File: src/rtl/imem_arbiter_if.sv
`default_nettype none
// ============================================================================
// Module      : imem_arbiter_if
// Description : Bus bundle between the core fetch path, the test/loader port,
//               the instruction memory and the arbiter that shares it.
// Revision    : 1.0 - initial release
// ============================================================================
interface imem_arbiter_if #(
    parameter int ADDR_W = 32,
    parameter int DATA_W = 32
);
    // Core fetch side
    logic              fetch_req;
    logic [ADDR_W-1:0] fetch_addr;
    logic              fetch_gnt;
    logic              fetch_valid;
    logic [DATA_W-1:0] fetch_data;

    // Test / loader side
    logic              ld_req;
    logic              ld_we;
    logic              ld_lock;
    logic [ADDR_W-1:0] ld_addr;
    logic [DATA_W-1:0] ld_wdata;
    logic              ld_gnt;
    logic              ld_valid;
    logic [DATA_W-1:0] ld_rdata;

    // Instruction memory side
    logic [ADDR_W-1:0] mem_addr;
    logic              mem_we;
    logic [DATA_W-1:0] mem_wdata;
    logic [DATA_W-1:0] mem_rdata;

    // Core stall indication while the loader holds the port
    logic              core_stall;

    // Arbiter view
    modport slave (
        input  fetch_req, fetch_addr,
        output fetch_gnt, fetch_valid, fetch_data,
        input  ld_req, ld_we, ld_lock, ld_addr, ld_wdata,
        output ld_gnt, ld_valid, ld_rdata,
        output mem_addr, mem_we, mem_wdata,
        input  mem_rdata,
        output core_stall
    );

    // Requester / memory environment view
    modport master (
        output fetch_req, fetch_addr,
        input  fetch_gnt, fetch_valid, fetch_data,
        output ld_req, ld_we, ld_lock, ld_addr, ld_wdata,
        input  ld_gnt, ld_valid, ld_rdata,
        input  mem_addr, mem_we, mem_wdata,
        output mem_rdata,
        input  core_stall
    );
endinterface
`default_nettype wire

File: src/rtl/imem_arbiter.sv
`default_nettype none
// ============================================================================
// Module      : imem_arbiter
// Description : Shares one instruction-memory port between core fetch and the
//               loader. Loader wins by default, fetch is forced through after
//               MAX_WAIT denied cycles, and the loader may lock the port for
//               burst loads. Responses return one cycle after grant.
// Revision    : 1.0 - initial release
// ============================================================================
module imem_arbiter #(
    parameter int ADDR_W   = 32,
    parameter int DATA_W   = 32,
    parameter int MAX_WAIT = 4
) (
    input  wire logic     clk,
    input  wire logic     rst_n,
    imem_arbiter_if.slave bus
);

    localparam logic [3:0] MAX_WAIT_C = 4'(MAX_WAIT);

    typedef enum logic [0:0] {
        IDLE   = 1'b0,
        LOCKED = 1'b1
    } state_t;

    state_t            state_q, state_d;
    logic [3:0]        wait_cnt_q, wait_cnt_d;
    logic              fetch_gnt_w;
    logic              ld_gnt_w;
    logic              core_stall_w;
    logic              fetch_valid_q;
    logic              ld_valid_q;
    logic [DATA_W-1:0] fetch_data_q;
    logic [DATA_W-1:0] ld_rdata_q;

    // State and starvation counter registers
    always_ff @(posedge clk or negedge rst_n) begin
        if (!rst_n) begin
            state_q    <= IDLE;
            wait_cnt_q <= 4'd0;
        end else begin
            state_q    <= state_d;
            wait_cnt_q <= wait_cnt_d;
        end
    end

    // Arbitration, next state and starvation counter update
    always_comb begin
        fetch_gnt_w  = 1'b0;
        ld_gnt_w     = 1'b0;
        core_stall_w = 1'b0;
        state_d      = state_q;
        wait_cnt_d   = wait_cnt_q;

        case (state_q)
            LOCKED: begin
                // Loader owns the port; the deassert cycle is still locked.
                ld_gnt_w     = bus.ld_req;
                core_stall_w = 1'b1;
                if (!bus.ld_lock) begin
                    state_d = IDLE;
                end
            end
            default: begin
                if (bus.fetch_req && (wait_cnt_q == MAX_WAIT_C)) begin
                    fetch_gnt_w = 1'b1;
                end else if (bus.ld_req) begin
                    ld_gnt_w = 1'b1;
                end else if (bus.fetch_req) begin
                    fetch_gnt_w = 1'b1;
                end

                // A granted locking request stalls the core from this cycle on.
                if (ld_gnt_w && bus.ld_lock) begin
                    state_d      = LOCKED;
                    core_stall_w = 1'b1;
                end

                if (bus.fetch_req && !fetch_gnt_w) begin
                    wait_cnt_d = (wait_cnt_q >= MAX_WAIT_C) ? MAX_WAIT_C
                                                            : wait_cnt_q + 4'd1;
                end else begin
                    wait_cnt_d = 4'd0;
                end
            end
        endcase
    end

    // One-cycle response pipeline; data registers hold between grants
    always_ff @(posedge clk or negedge rst_n) begin
        if (!rst_n) begin
            fetch_valid_q <= 1'b0;
            ld_valid_q    <= 1'b0;
            fetch_data_q  <= '0;
            ld_rdata_q    <= '0;
        end else begin
            fetch_valid_q <= fetch_gnt_w;
            ld_valid_q    <= ld_gnt_w;
            if (fetch_gnt_w) begin
                fetch_data_q <= bus.mem_rdata;
            end
            if (ld_gnt_w) begin
                ld_rdata_q <= bus.ld_we ? bus.ld_wdata : bus.mem_rdata;
            end
        end
    end

    // Memory port drive follows the current grant
    always_comb begin
        bus.mem_addr = '0;
        if (fetch_gnt_w) begin
            bus.mem_addr = bus.fetch_addr;
        end else if (ld_gnt_w) begin
            bus.mem_addr = bus.ld_addr;
        end
    end

    assign bus.mem_we      = ld_gnt_w & bus.ld_we;
    assign bus.mem_wdata   = bus.ld_wdata;
    assign bus.fetch_gnt   = fetch_gnt_w;
    assign bus.ld_gnt      = ld_gnt_w;
    assign bus.core_stall  = core_stall_w;
    assign bus.fetch_valid = fetch_valid_q;
    assign bus.fetch_data  = fetch_data_q;
    assign bus.ld_valid    = ld_valid_q;
    assign bus.ld_rdata    = ld_rdata_q;

endmodule
`default_nettype wire
File: src/flat_wrapper.sv
// flat-port wrapper written by rule: the top's interface ports become plain ports
module imem_arbiter_flat 
#(
    parameter int ADDR_W   = 32,
    parameter int DATA_W   = 32,
    parameter int MAX_WAIT = 4
)
  (clk, rst_n, bus_fetch_req, bus_fetch_addr, bus_fetch_gnt, bus_fetch_valid, bus_fetch_data, bus_ld_req, bus_ld_we, bus_ld_lock, bus_ld_addr, bus_ld_wdata, bus_ld_gnt, bus_ld_valid, bus_ld_rdata, bus_mem_addr, bus_mem_we, bus_mem_wdata, bus_mem_rdata, bus_core_stall);
  imem_arbiter_if #(.ADDR_W(ADDR_W), .DATA_W(DATA_W)) bus_i ();
  input  wire logic clk;
  input  wire logic rst_n;
  input wire logic [$bits(bus_i.fetch_req)-1:0] bus_fetch_req;
  input wire logic [$bits(bus_i.fetch_addr)-1:0] bus_fetch_addr;
  output wire logic [$bits(bus_i.fetch_gnt)-1:0] bus_fetch_gnt;
  output wire logic [$bits(bus_i.fetch_valid)-1:0] bus_fetch_valid;
  output wire logic [$bits(bus_i.fetch_data)-1:0] bus_fetch_data;
  input wire logic [$bits(bus_i.ld_req)-1:0] bus_ld_req;
  input wire logic [$bits(bus_i.ld_we)-1:0] bus_ld_we;
  input wire logic [$bits(bus_i.ld_lock)-1:0] bus_ld_lock;
  input wire logic [$bits(bus_i.ld_addr)-1:0] bus_ld_addr;
  input wire logic [$bits(bus_i.ld_wdata)-1:0] bus_ld_wdata;
  output wire logic [$bits(bus_i.ld_gnt)-1:0] bus_ld_gnt;
  output wire logic [$bits(bus_i.ld_valid)-1:0] bus_ld_valid;
  output wire logic [$bits(bus_i.ld_rdata)-1:0] bus_ld_rdata;
  output wire logic [$bits(bus_i.mem_addr)-1:0] bus_mem_addr;
  output wire logic [$bits(bus_i.mem_we)-1:0] bus_mem_we;
  output wire logic [$bits(bus_i.mem_wdata)-1:0] bus_mem_wdata;
  input wire logic [$bits(bus_i.mem_rdata)-1:0] bus_mem_rdata;
  output wire logic [$bits(bus_i.core_stall)-1:0] bus_core_stall;
  assign bus_i.fetch_req = bus_fetch_req;
  assign bus_i.fetch_addr = bus_fetch_addr;
  assign bus_fetch_gnt = bus_i.fetch_gnt;
  assign bus_fetch_valid = bus_i.fetch_valid;
  assign bus_fetch_data = bus_i.fetch_data;
  assign bus_i.ld_req = bus_ld_req;
  assign bus_i.ld_we = bus_ld_we;
  assign bus_i.ld_lock = bus_ld_lock;
  assign bus_i.ld_addr = bus_ld_addr;
  assign bus_i.ld_wdata = bus_ld_wdata;
  assign bus_ld_gnt = bus_i.ld_gnt;
  assign bus_ld_valid = bus_i.ld_valid;
  assign bus_ld_rdata = bus_i.ld_rdata;
  assign bus_mem_addr = bus_i.mem_addr;
  assign bus_mem_we = bus_i.mem_we;
  assign bus_mem_wdata = bus_i.mem_wdata;
  assign bus_i.mem_rdata = bus_mem_rdata;
  assign bus_core_stall = bus_i.core_stall;
  imem_arbiter #(.ADDR_W(ADDR_W), .DATA_W(DATA_W), .MAX_WAIT(MAX_WAIT)) u_core (.clk(clk), .rst_n(rst_n), .bus(bus_i));
endmodule
File: config.mk
export PLATFORM = sky130hd
export DESIGN_NAME = imem_arbiter_flat
export DESIGN_NICKNAME = d
export VERILOG_FILES = /design/src/rtl/imem_arbiter_if.sv /design/src/rtl/imem_arbiter.sv /design/src/flat_wrapper.sv
export SDC_FILE = /design/constraint.sdc
export NUM_CORES = 1
export LEC_CHECK = 0
export BUFFER_PORTS_ARGS = -buffer_cell sky130_fd_sc_hd__buf_2
export CORE_MARGIN = 4
export CORE_UTILIZATION = 35
export DETAILED_ROUTE_END_ITERATION = 8
export GPL_TIMING_DRIVEN = 1
export PLACE_DENSITY_LB_ADDON = 0.3
export SYNTH_ARGS = -nofsm -noshare
export SYNTH_HDL_FRONTEND = slang
export SYNTH_SLANG_ARGS = --single-unit
File: constraint.sdc
create_clock -name clk -period 5.02 [get_ports clk]
set_clock_uncertainty 0.2 [all_clocks]
set_input_delay 0.502 -clock clk [delete_from_list [all_inputs] [get_ports clk]]
set_output_delay 0.502 -clock clk [all_outputs]
set_load 0.01 [all_outputs]
# After elaboration in Yosys (flattened, before gate mapping)
# Cells that the tools add are included.
[word_totals]
regBits = 71
input_bits = 134
out_inout_bits = 134
elab_cells = 32
[op_classes]
add_sub_neg = 1
n_lt_le_gt_ge = 1
n_eq_ne = 1
n_mux = 18
n_bitwise = 1
reduce_logical = 4
[op_table]
columns = ["cell", "count"]
rows = [
  ["2-to-1 mux 32 bit", 3],
  ["2-to-1 mux 1 bit", 13],
  ["2-to-1 mux 4 bit", 2],
  ["adder 4 x 1 -> 4 bit (second input constant)", 1],
  ["equality test 4 x 3 -> 1 bit (second input constant)", 1],
  ["greater-or-equal comparator 4 x 3 -> 1 bit (second input constant)", 1],
  ["logical AND 1 bit", 3],
  ["bitwise AND 1 bit", 1],
  ["logical NOT 1 bit", 1],
]

# Longest topological paths before layout
# Gate-level depths: netlist (run 1).
[depth]
word_depth = 7
mapped_depth = 7
depth_no_buf = 5

# Worst setup path after synthesis (run 1)
# No wires, ideal clock.
[synth_path]
path_type = "reg2out"
from = "register u_core.wait_cnt_q[0]"
to = "output port bus_mem_addr[23]"
arrival_time_ps = 1499
required_time_ps = 4318
slack_ps = 2819
stages_incl_launch_ff = 8
n_path_buf = 2
path_cell_list = "dfrtp_1 -> inv_1 -> ha_1 -> nand3b_1 -> o21a_1 -> buf_6 -> buf_2 -> a22o_1"
[synth_via]
elab_chain_cells = 7
word_cells_on_any_way = 10
classes_between = "eq/ne (1); mux (8); reduce/logical (1)"
[synth_rtl]
columns = ["element", "line", "text"]
rows = [
  ["from (decl)", "imem_arbiter.sv:28", "logic [3:0] wait_cnt_q, wait_cnt_d;"],
  ["from (signal assigned)", "imem_arbiter.sv:44", "wait_cnt_q <= wait_cnt_d;"],
  ["equality test 4 x 3 -> 1 bit", "imem_arbiter.sv:66", "if (bus.fetch_req && (wait_cnt_q == MAX_WAIT_C)) begin"],
  ["logical AND 1 bit", "imem_arbiter.sv:66", ""],
  ["2-to-1 mux 1 bit", "imem_arbiter.sv:66", ""],
  ["2-to-1 mux 1 bit (2 in series)", "imem_arbiter.sv:56", "case (state_q)"],
  ["via bus_ld_gnt", "flat_wrapper.sv:22", "output wire logic [$bits(bus_i.ld_gnt)-1:0] bus_ld_gnt;"],
  ["2-to-1 mux 32 bit", "imem_arbiter.sv:114", "end else if (ld_gnt_w) begin"],
  ["2-to-1 mux 32 bit", "imem_arbiter.sv:112", "if (fetch_gnt_w) begin"],
  ["to (decl)", "flat_wrapper.sv:25", "output wire logic [$bits(bus_i.mem_addr)-1:0] bus_mem_addr;"],
]
# The timed path passes the listed nets, and every way through them passes these cells. The select of a mux whose other input is x is not followed.

# Worst setup path in the final report (run 1)
[layout_path]
from = "register u_core.wait_cnt_q[0]"
to = "output port bus_mem_addr[14]"
[layout_via]
elab_chain_cells = 7
word_cells_on_any_way = 10
classes_between = "eq/ne (1); mux (8); reduce/logical (1)"
[layout_rtl]
columns = ["element", "line"]
rows = [
  ["equality test 4 x 3 -> 1 bit *", "imem_arbiter.sv:66"],
  ["logical AND 1 bit *", "imem_arbiter.sv:66"],
  ["2-to-1 mux 1 bit", "imem_arbiter.sv:66"],
  ["2-to-1 mux 1 bit (2 in series)", "imem_arbiter.sv:56"],
  ["2-to-1 mux 32 bit", "imem_arbiter.sv:114"],
  ["2-to-1 mux 32 bit *", "imem_arbiter.sv:112"],
]
# Mark *: on every way between the ends. The rest lies on a longest branch, timed or not. The select of a mux whose other input is x is not followed.

==> results of run 1 <==
-- synthesized netlist by cell type --
library cell / instances
a21o_1: 1
inv_1: 4
mux2_4: 6
a22o_1: 32
nand2_1: 3
o21ai_0: 2
buf_4: 35
buf_6: 2
nand3b_1: 1
a31oi_1: 1
ha_1: 2
a21oi_1: 1
nor2_1: 2
mux2_2: 90
and2_1: 2
nand2b_1: 1
buf_2: 11
clkbuf_1: 2
o21a_1: 3
nand4b_1: 1
o221a_2: 1
dfrtp_1: 71
nand4_1: 1
-- sequential cells by signal, indices dropped and copies added (netlist names) --
signal                  count
u_core.state_q              1
u_core.wait_cnt_q           4
u_core.bus.fetch_data      32
u_core.bus.ld_valid         1
u_core.bus.ld_rdata        32
u_core.bus.fetch_valid      1
-- per-stage QoR --
step	utilization	std cells	setup WS, ns	instance area [µm²]	hold WS (ns)
final	0.493	647	1.68	5060	0.0832
after global placement	0.474	631	2.07	4870	0.286
after CTS	0.493	647	1.64	5060	0.112
after global routing	0.493	647	1.53	5060	0.134
after floorplan	-	275	2.82	3670	0.00641
after detailed placement	0.474	631	2.03	4870	0.290
-- critical path, delay by kind of cell, from the launching register on --
family                   cells  cell delay [ns]
AO/OA/AOI/OAI                2             0.83
buffers and inverters        3             0.73
flip-flops                   1             0.39
adder cells (fa/ha/maj)      1             0.18
AND/OR/NAND/NOR              1             0.17
-- kinds of logic (layout without fill, tap and decap cells) --
| kind of cell | count (synthesis) | after routing | share of synthesized area |
|---|---|---|---|
| simple gates | 11 | 11 | 0.0164 |
| fa+ha+maj | 2 | 2 | 0.00682 |
| flops | 71 | 71 | 0.484 |
| compound gates | 41 | 41 | 0.0934 |
| mux | 96 | 96 | 0.301 |
| buf+inv | 54 | 290 | 0.0988 |
-- power groups by stage --
stage	Clock (µW)	Sequential (µW)	Combinational, µW
2_1_floorplan	0	754	196
3_3_place_gp	0	712	454
3_5_place_dp	0	715	458
4_1_cts	474	705	460
5_1_grt	501	716	486
6_report	459	703	450
-- layer usage --
metal / GRT usage / vias up
met3: 0.0647 / 22
li1: - / 1436
met1: 0.214 / 1495
met4: 0.0977 / 0
met2: 0.362 / 167
met5: 0 / -
-- final timing paths --
kind	from	endpoint	slack, ns	depth (start not counted)
max in group asynchronous	rst_n	u_core.bus.fetch_data[7]$_DFFE_PN0P_	3.95	1
setup reg to reg	u_core.wait_cnt_q[0]$_DFFE_PN0N_	u_core.bus.fetch_data[25]$_DFFE_PN0P_	2.11	7
setup / recovery	u_core.wait_cnt_q[0]$_DFFE_PN0N_	bus_mem_addr[14]	1.68	7
hold reg to reg	u_core.bus.ld_rdata[8]$_DFFE_PN0N_	u_core.bus.ld_rdata[8]$_DFFE_PN0N_	0.30	1
hold / removal	rst_n	u_core.bus.ld_rdata[21]$_DFFE_PN0N_	0.08	1
min in group clk	bus_ld_lock	u_core.state_q$_DFF_PN0_	0.18	2
-- area by class of cell --
cell class,instances,area [µm²]
tap,136,170
clock buffer,9,124
inverter,4,15.0
fill,991,5210
sequential,71,1780
timing repair buffer,270,1360
clock inverter,7,72.6
multi-input combinational,150,1540
==> impl_summary.log, run 1 <==
[metrics] run status: finished clean
[metrics] count of mapped cells out of synthesis: 275
[metrics] portion of total power attributed to combinational logic: 0.279
[metrics] Power per Cell Area: 318 nW/µm²
[metrics] internal power summed over all cells: roughly 1100 µW
[metrics] Slew headroom: 0.273
[metrics] routed wl met3: ~990 µm
[metrics] placed wire-length estimate: 10.1 mm
[metrics] Wirelength per Cell: 19.7 µm
[metrics] count of cells resized by post-cts repair: 0
[metrics] most frequent standard cell in the layout excluding fill and tap cells: buf_2
[metrics] Final Max Slew Viols: 0
[metrics] synthesized cell area: 3670 µm²
[metrics] RSZ-0062 raised after global routing: no
[metrics] global placement routability congestion: 1.08
[metrics] initial standard-cell utilization of the core: 0.357
[metrics] critical path fanouts, max: 37
[metrics] initial antenna violation count: 0
[metrics] H-tree depth: 3
[metrics] post-layout net count: around 640
[metrics] data arrival time of the critical path: 2.64 ns
[metrics] maximum clock insertion buffer count: 2
[metrics] final number of hold-violating endpoints: 0
[metrics] violation count after the first detailed-routing iteration: approximately 130
[metrics] clock buffer count from CTS: 9
[metrics] wirelength, routed: between 10 and 15 mm
[metrics] DR top layer: met4
[metrics] clock latency reported for the late side of the worst-skew pair: 0.34 ns
[metrics] largest net degree at the start of global routing: 72
[metrics] Chip Height: 110 µm
[metrics] overall routing resource usage: 0.202
[metrics] ratio of cells with drive above 1 in the final layout: 0.753
[metrics] area share of the largest cell type after synthesis: 0.484
[metrics] Period minus WS final: 3.34 ns
[metrics] TritonCTS clock tree: done
[metrics] top area cells in the synthesized netlist: dfrtp_1, mux2_2, a22o_1
[metrics] Final ANT Viol Nets: 0
[metrics] Peak supply drop: 191 µV
[metrics] type of element launching the critical path: flip-flop
[metrics] sequential share of power: 0.436
[metrics] crit path capture type: output pin
[metrics] actual transition at the worst max-transition pin: 1.09 ns
[metrics] vias in the first global route: 3298
[metrics] flip-flop and latch count after synthesis: 71
[metrics] Die Wd: ~110 µm
[metrics] Inserted Diodes: 0
[metrics] Final setup viols: 0
[metrics] CP Data Required Time: ~4.3 ns
[metrics] startpoint-to-endpoint class of the critical path: reg2out
[metrics] first-pass GRT wire length: 19.3 mm
[metrics] master of the slowest instance on the critical path: a21oi_4
[metrics] Max Fclk: 299 MHz
[metrics] Vias/cell: 4.82
[metrics] standard-cell row count: 37
[metrics] total via count after detailed routing: 3120
[metrics] count of input and output buffers: 267
[metrics] max-cap violations: 0
[metrics] clock tree sinks: about 70
[metrics] TritonRoute pass-1 iters: 4
[metrics] switching power: slightly below 500 µW
[metrics] summed negative setup slack over all endpoints: 0 ns
[metrics] total leakage power: 0.00261 µW
[metrics] most used cells in the layout excluding fill and tap cells: buf_2, mux2_2, dfrtp_1, a22o_1, clkbuf_8
[metrics] die area: 12200 µm²
[metrics] leftover overflow at the end of global routing: 0
[metrics] DRC: 0
[metrics] Top-Level Pins: approximately 270
[metrics] final worst path period share: 0.666
[metrics] sum of routed wire segments on met1: 4.65 mm
[metrics] Post-CTS Setup Bufs: 0
[metrics] synthesized area per cell: 13.3 µm²
[metrics] core area: 10300 µm²
[metrics] Switching Share: 0.307
[metrics] clock edge transition at the registers on the reported setup and hold paths: 0.08 ns
[metrics] critical path cell sequence: inv_1 > ha_1 > nand3b_1 > a21oi_4 > buf_4 > a22o_1 > buf_2
[metrics] Yosys Warn Count: 0
[metrics] detailed-routed wire length on met2: 6.49 mm
[metrics] top cell type by total area after synthesis: dfrtp_1
[metrics] buffer type at the clock tree root: clkbuf_8
[metrics] number of different library cells in the post-synthesis netlist: 23
[metrics] Clock Power Share: 0.285
[metrics] Seq/Total Area, Yosys: 0.484
[metrics] net count after synthesis: 411
[metrics] worst min-delay path class: in2async
[metrics] area growth from synthesis to layout: 37.9%
[metrics] maximum cell stage delay along the critical path: 0.59 ns
[metrics] Final Power: 1610 µW
[metrics] number of buffers inserted by hold repair at cts: 0
Note: power is estimated with default switching activity, not from simulation.
==> run 2: changes to the inputs <==
--- a/config.mk
+++ b/config.mk
@@ -5,6 +5,7 @@
 export SDC_FILE = /design/constraint.sdc
 export NUM_CORES = 1
 export LEC_CHECK = 0
+export ABC_AREA = 1
 export BUFFER_PORTS_ARGS = -buffer_cell sky130_fd_sc_hd__buf_2
 export CORE_MARGIN = 4
 export CORE_UTILIZATION = 35
==> constraint.sdc (replaced) <==
create_clock -name clk -period 3.5 [get_ports clk]
set_clock_uncertainty 0.2 [all_clocks]
set_input_delay 0.35 -clock clk [delete_from_list [all_inputs] [get_ports clk]]
set_output_delay 0.35 -clock clk [all_outputs]
set_load 0.01 [all_outputs]
==> run 2 against run 1 <==
Net effect:
- critical path depth shrank 2
- clock-buffer cell count grew 2
- routed wire length grew 6.3%
- via count grew 40%
- sequential power grew 49%
- final area grew 8.5%
- synthesized cell count grew 100%
- combinational power grew 71%
- utilization grew 0.53 points
==> impl_summary.log, run 2 <==
[metrics] initial standard-cell utilization of the core: 0.364
[metrics] Seq/Total Area, Yosys: 0.442
[metrics] actual transition at the worst max-transition pin: 0.913 ns
[metrics] Final Max Slew Viols: 0
[metrics] top cell type by total area after synthesis: dfrtp_1
[metrics] global placement routability congestion: a little under 1
[metrics] clock tree sinks: 71
[metrics] violation count after the first detailed-routing iteration: 252
[metrics] maximum clock insertion buffer count: 2
[metrics] Top-Level Pins: around 270
[metrics] largest net degree at the start of global routing: 72
[metrics] max-cap violations: 0
[metrics] ys async rst share: 1.00
[metrics] ratio of cells with drive above 1 in the final layout: 0.377
[metrics] synthesized cell area: 4020 µm²
[metrics] cell with the most instances after synthesis: nand2_1
[metrics] Die Wd: roughly 120 µm
[metrics] overall routing resource usage: 0.191
[metrics] post-layout net count: 914
[metrics] main flop type after synthesis: dfrtp_1
[metrics] final number of hold-violating endpoints: 0
[metrics] Chip Height: about 120 µm
[metrics] Period minus WS final: 2.75 ns
[metrics] total via count after detailed routing: 4379
[metrics] vias in the first global route: between 4000 and 5000
[metrics] leading cell types by count after synthesis: nand2_1, nand3_1, dfrtp_1
[metrics] wirelength, routed: ~14 mm
[metrics] worst min-delay path class: in2reg
[metrics] H-tree depth: 3
[metrics] placed wire-length estimate: 10.3 mm
[metrics] internal power summed over all cells: 2000 µW
[metrics] Power per Cell Area: 525 nW/µm²
[metrics] Vias/cell: roughly 4.7
[metrics] DR top layer: met4
[metrics] TritonRoute pass-1 iters: 5
[metrics] Final Power: 2880 µW
[metrics] core area: approximately 11000 µm²
[metrics] Slew headroom: 0.391
[metrics] synthesized area per cell: 7.17 µm²
[metrics] maximum cell stage delay along the critical path: 0.47 ns
[metrics] leftover overflow at the end of global routing: 0
[metrics] summed negative setup slack over all endpoints: 0 ns
[metrics] area share of the largest cell type after synthesis: 0.442
[metrics] placed cell area: 5130 µm²
[metrics] count of input and output buffers: 267
[metrics] most used cells in the layout excluding fill and tap cells: buf_2, nand2_1, nand3_1, dfrtp_1, inv_1
[metrics] net count after synthesis: 696
[metrics] number of different library cells in the post-synthesis netlist: 18
[metrics] sum of routed wire segments on met1: around 5.5 mm
[metrics] routed wl met3: 1.18 mm
[metrics] final worst path period share: 0.786
[metrics] switching power: 882 µW
[metrics] portion of total power attributed to combinational logic: 0.266
[metrics] crit path capture type: output pin
[metrics] flip-flop and latch count after synthesis: 71
[metrics] area growth from synthesis to layout: 36.8%
[metrics] critical path cell sequence: inv_2 > buf_4 > nand3_1 > nand2_1 > buf_2
[metrics] Peak supply drop: ~230 µV
[metrics] number of enable-type register cells in the synthesized netlist: 0
[metrics] top area cells in the synthesized netlist: dfrtp_1, nand2_1, nand3_1
[metrics] CP Data Required Time: 2.95 ns
[metrics] Wirelength per Cell: 14.7 µm
[metrics] clock latency reported for the late side of the worst-skew pair: 0.32 ns
[metrics] Post-CTS Setup Bufs: 0
[metrics] startpoint-to-endpoint class of the critical path: reg2out
[metrics] Clock Power Share: 0.371
[metrics] crit path buf inv count: 3
[metrics] die area: 13300 µm²
[metrics] final standard cell area without fillers: between 5000 and 6000 µm²
[metrics] TritonCTS clock tree: done
[metrics] Final setup viols: 0
[metrics] first-pass GRT wire length: 20.4 mm
[metrics] family with the most delay on the worst path: buffers and inverters
[metrics] buffer type at the clock tree root: clkbuf_16
[metrics] master of the slowest instance on the critical path: buf_4
[metrics] run status: finished clean
[metrics] critical path fanouts, max: 40
[metrics] Max Fclk: 364 MHz
[metrics] data arrival time of the critical path: 2.20 ns
[metrics] detailed-routed wire length on met2: 6.66 mm
[metrics] count of mapped cells out of synthesis: 560
[metrics] Inserted Diodes: 0
[metrics] Yosys Warn Count: 0
[metrics] type of element launching the critical path: flip-flop
[metrics] initial antenna violation count: 0
[metrics] sequential share of power: 0.362
[metrics] clock buffer count from CTS: 9
[metrics] DRC: 0
[metrics] total leakage power: ~0.0034 µW
[metrics] most frequent standard cell in the layout excluding fill and tap cells: buf_2
[metrics] standard-cell row count: 38
[metrics] Switching Share: 0.306
[metrics] clock edge transition at the registers on the reported setup and hold paths: roughly 0.050 ns
[metrics] Final ANT Viol Nets: 0
[metrics] RSZ-0062 raised after global routing: no
[run 2: cell count changes in the layout (fill, tap and decap cells not counted), sizes merged, moves of 31 or more]
cell   delta
a22o     -32
inv      +36
mux2     -96
nand2   +236
nand3    +98
o21ai    +31
[run 2: repair_timing]
| action | CTS | global route |
|---|---|---|
| hold endpoints to repair | 8 | 0 |
| resized for setup | 0 | 0 |
| hold buffers | 1 | 0 |
[run 2: layout make-up]
class	count	area (µm²)
clock buffers	11	253
multi-input cells	379	1620
clock inverters	5	104
fillers	1129	5540
inverters	41	154
well taps	140	175
flip-flops and latches	71	1780
repair buffers	276	1410
[run 2: cell families (layout without fill, tap and decap cells)]
family / after synthesis / count (layout) / share of synthesized area
and+or+nand+nor: 341 / 341 / 0.351
DFF: 71 / 71 / 0.442
adders and majority gates: 2 / 2 / 0.00623
AOI/OAI and AO/OA: 36 / 36 / 0.0458
buffers and inverters: 110 / 333 / 0.155
[run 2: stage by stage]
step | hold slack (ns) | instances | util | setup slack [ns]
2_1_floorplan | -0.146 | 560 | - | 1.64
3_3_place_gp | 0.248 | 906 | 0.465 | 1.18
3_5_place_dp | 0.255 | 906 | 0.465 | 1.13
4_1_cts | 0.0501 | 923 | 0.498 | 0.776
5_1_grt | 0.0608 | 923 | 0.498 | 0.556
6_report | 0.0636 | 923 | 0.498 | 0.750
[run 2: worst reg2reg max path, stage by stage, from the launching register on]
cell and delay (ns):
dfrtp_1 0.39, inv_1 0.08, ha_1 0.17, nand4_1 0.15, nand2_2 0.32, nand2_1 0.40, buf_4 0.36, nand2_1 0.10
nand2_1 0.05
[run 2: final timing paths]
| kind | start | to | slack [ns] | cells after the start |
|---|---|---|---|---|
| worst max-delay path | u_core.state_q$_DFF_PN0_ | bus_mem_addr[13] | 0.75 | 5 |
| worst min-delay path | bus_ld_lock | u_core.state_q$_DFF_PN0_ | 0.06 | 3 |
| worst max register to register | u_core.wait_cnt_q[0]$_DFFE_PN0N_ | u_core.bus.fetch_data[7]$_DFFE_PN0P_ | 1.17 | 8 |
| worst min register to register | u_core.bus.fetch_data[3]$_DFFE_PN0P_ | u_core.bus.fetch_data[3]$_DFFE_PN0P_ | 0.26 | 2 |
| max in group asynchronous | rst_n | u_core.wait_cnt_q[3]$_DFFE_PN0N_ | 2.00 | 2 |
| min in group asynchronous | rst_n | u_core.bus.fetch_data[10]$_DFFE_PN0P_ | 0.50 | 2 |
[run 2: metal layers]
| metal | GRT usage | vias to the layer above |
|---|---|---|
| met5 | 0 | - |
| met4 | 0.0509 | 0 |
| met3 | 0.0658 | 18 |
| met2 | 0.308 | 168 |
| met1 | 0.247 | 2035 |
| li1 | - | 2158 |
[run 2: power groups by stage]
stage,clock network (µW),logic (µW),registers (µW)
after floorplan,0,357,1120
after global placement,0,761,1060
after detailed placement,0,780,1060
after CTS,1100,781,1050
after global routing,1140,858,1060
final,1070,768,1050
==> run 3: changes to the inputs <==
==> constraint.sdc (replaced) <==
create_clock -name clk -period 2.65 [get_ports clk]
set_clock_uncertainty 0.2 [all_clocks]
set_input_delay 0.265 -clock clk [delete_from_list [all_inputs] [get_ports clk]]
set_output_delay 0.265 -clock clk [all_outputs]
set_load 0.01 [all_outputs]
==> run 3 against run 2 <==
Net effect:
- largest power group is now registers
- first-iteration DRC count grew 15%
- via count grew 2.0%
- highest routed layer unchanged
- sequential power grew 31%
- hold slack lost 0.055 ns
- clock-buffer cell count shrank 1
==> impl_summary.log, run 3 (synthesis gave the netlist of run 2 again) <==
[metrics] maximum clock insertion buffer count: 2
[metrics] H-tree depth: 3
[metrics] Final ANT Viol Nets: 0
[metrics] crit path capture type: output pin
[metrics] critical path fanouts, max: 43
[metrics] leftover overflow at the end of global routing: 0
[metrics] worst min-delay path class: in2reg
[metrics] buffer type at the clock tree root: clkbuf_16
[metrics] fillcell total: about 1100
[metrics] most used cells in the layout excluding fill and tap cells: buf_2, nand2_1, nand3_1, dfrtp_1, inv_1
[metrics] Peak supply drop: 306 µV
[metrics] total leakage power: between 0.003 and 0.004 µW
[metrics] standard-cell row count: 38
[metrics] Die Wd: 115 µm
[metrics] Post-CTS Setup Bufs: 0
[metrics] overall routing resource usage: 0.200
[metrics] initial antenna violation count: 0
[metrics] most frequent standard cell in the layout excluding fill and tap cells: buf_2
[metrics] RSZ-0062 raised after global routing: no
[metrics] wirelength, routed: around 14 mm
[metrics] ratio of cells with drive above 1 in the final layout: 0.368
[metrics] clock tree sinks: 71
[metrics] final standard cell area without fillers: 5680 µm²
[metrics] count of input and output buffers: 267
[metrics] summed negative setup slack over all endpoints: 0 ns
[metrics] run status: finished clean
[metrics] placed cell area: 5150 µm²
[metrics] Max Fclk: ~410 MHz
[metrics] Inserted Diodes: 0
[metrics] DRC: 0
[metrics] Period minus WS final: 2.47 ns
[metrics] die area: 13300 µm²
[metrics] startpoint-to-endpoint class of the critical path: reg2out
[metrics] first-pass GRT wire length: 21.3 mm
[metrics] actual transition at the worst max-transition pin: 0.915 ns
[metrics] global placement routability congestion: 0.872
[metrics] launch point of the worst hold path: bus_mem_rdata[28]
[metrics] max-cap violations: 0
[metrics] type of element launching the critical path: flip-flop
[metrics] clock edge transition at the registers on the reported setup and hold paths: around 0.06 ns
[metrics] placed wire-length estimate: 10.4 mm
[metrics] area growth from synthesis to layout: 41.3%
[metrics] Power per Cell Area: ~640 nW/µm²
[metrics] final number of hold-violating endpoints: 0
[metrics] CP Data Required Time: 2.18 ns
[metrics] TritonRoute pass-1 iters: 5
[metrics] Top-Level Pins: 268
[metrics] critical register-to-register path startpoint: u_core.wait_cnt_q[0]$_DFFE_PN0N_
[metrics] vias in the first global route: approximately 4300
[metrics] Vias/cell: 4.71
[metrics] Slew headroom: 0.390
[metrics] core area: 11000 µm²
[metrics] clock latency reported for the late side of the worst-skew pair: 0.32 ns
[metrics] Final setup viols: 0
[metrics] Final Power: between 3000 and 4000 µW
[metrics] clock buffer count from CTS: 9
[metrics] total via count after detailed routing: 4468
[metrics] post-layout net count: 939
[metrics] Chip Height: roughly 120 µm
[metrics] violation count after the first detailed-routing iteration: roughly 290
[metrics] initial standard-cell utilization of the core: 0.364
[metrics] largest net degree at the start of global routing: 72
[metrics] data arrival time of the critical path: 2.00 ns
[metrics] final worst path period share: 0.931
[metrics] Final Max Slew Viols: 0
[metrics] TritonCTS clock tree: done
[metrics] timing startpoint of the critical path: u_core.wait_cnt_q[0]$_DFFE_PN0N_
[metrics] Wirelength per Cell: 14.8 µm
==> run 3: cell count changes in the layout (fill, tap and decap cells not counted), moves of 2 or more <==
cell / before / now
buf_4: 9 / 11
bufinv_16: 3 / 1
clkbuf_8: 2 / 0
clkinv_2: 1 / 3
dlygate4sd3_1: 1 / 23
==> run 3: layout make-up <==
cell class | count | area, µm² | share of cell area
Inverter | 41 | 154 | 0.0271
Tap cell | 140 | 175 | 0.0309
Sequential cell | 71 | 1780 | 0.313
Clock buffer | 10 | 229 | 0.0403
Clock inverter | 6 | 61.3 | 0.0108
Timing Repair Buffer | 301 | 1660 | 0.292
Multi-Input combinational cell | 379 | 1620 | 0.286
==> run 3: power by group <==
part,switching [µW],internal [µW]
registers,106,1280
logic,628,425
clock network,449,725
total,1180,2430
==> run 3: metrics by stage <==
| step | utilization | cells | worst slack, ns | hold WS [ns] |
|---|---|---|---|---|
| after CTS | 0.514 | 948 | 0.0586 | 0.000755 |
| after global routing | 0.515 | 948 | 0.00332 | 0.000506 |
| final | 0.515 | 948 | 0.182 | 0.00913 |
| after floorplan | - | 560 | 0.873 | -0.231 |
| after global placement | 0.467 | 909 | 0.467 | 0.248 |
| after detailed placement | 0.467 | 909 | 0.412 | 0.253 |
==> run 3: critical path, cell delays in order, from the launching register on <==
cell	delay, ns
dfrtp_1	0.39
inv_1	0.09
ha_1	0.17
nand4_1	0.16
nand2_2	0.14
buf_8	0.25
nand3_1	0.18
nand2_1	0.15
buf_2	0.14
==> run 3: worst paths after layout <==
check	to	slack (ns)	depth (start not counted)
min in group asynchronous	u_core.bus.fetch_data[10]$_DFFE_PN0P_	0.42	2
worst max register to register	u_core.bus.ld_rdata[27]$_DFFE_PN0N_	0.46	8
worst min-delay path	u_core.bus.fetch_data[28]$_DFFE_PN0P_	0.009	3
max in group asynchronous	u_core.bus.ld_rdata[23]$_DFFE_PN0N_	1.23	2
worst max-delay path	bus_mem_addr[16]	0.18	8
worst min register to register	u_core.bus.fetch_data[3]$_DFFE_PN0P_	0.26	2
==> run 3: routing by layer <==
| metal | wire length (µm) | track usage | share of wire | vias up |
|---|---|---|---|---|
| met2 | 7070 | 0.328 | 0.50 | 173 |
| met5 | 0 | 0 | 0 | - |
| met4 | 182 | 0.0595 | 0.013 | 0 |
| li1 | - | - | - | 2207 |
| met1 | 5740 | 0.259 | 0.41 | 2076 |
| met3 | 1060 | 0.0563 | 0.075 | 12 |
==> run 3: repair_timing <==
| item | CTS | global route |
|---|---|---|
| hold buffers | 23 | 0 |
| endpoints found under the setup margin | 0 | 11 |
| hold endpoints to repair | 93 | 0 |
| gates resized for setup | 0 | 2 |
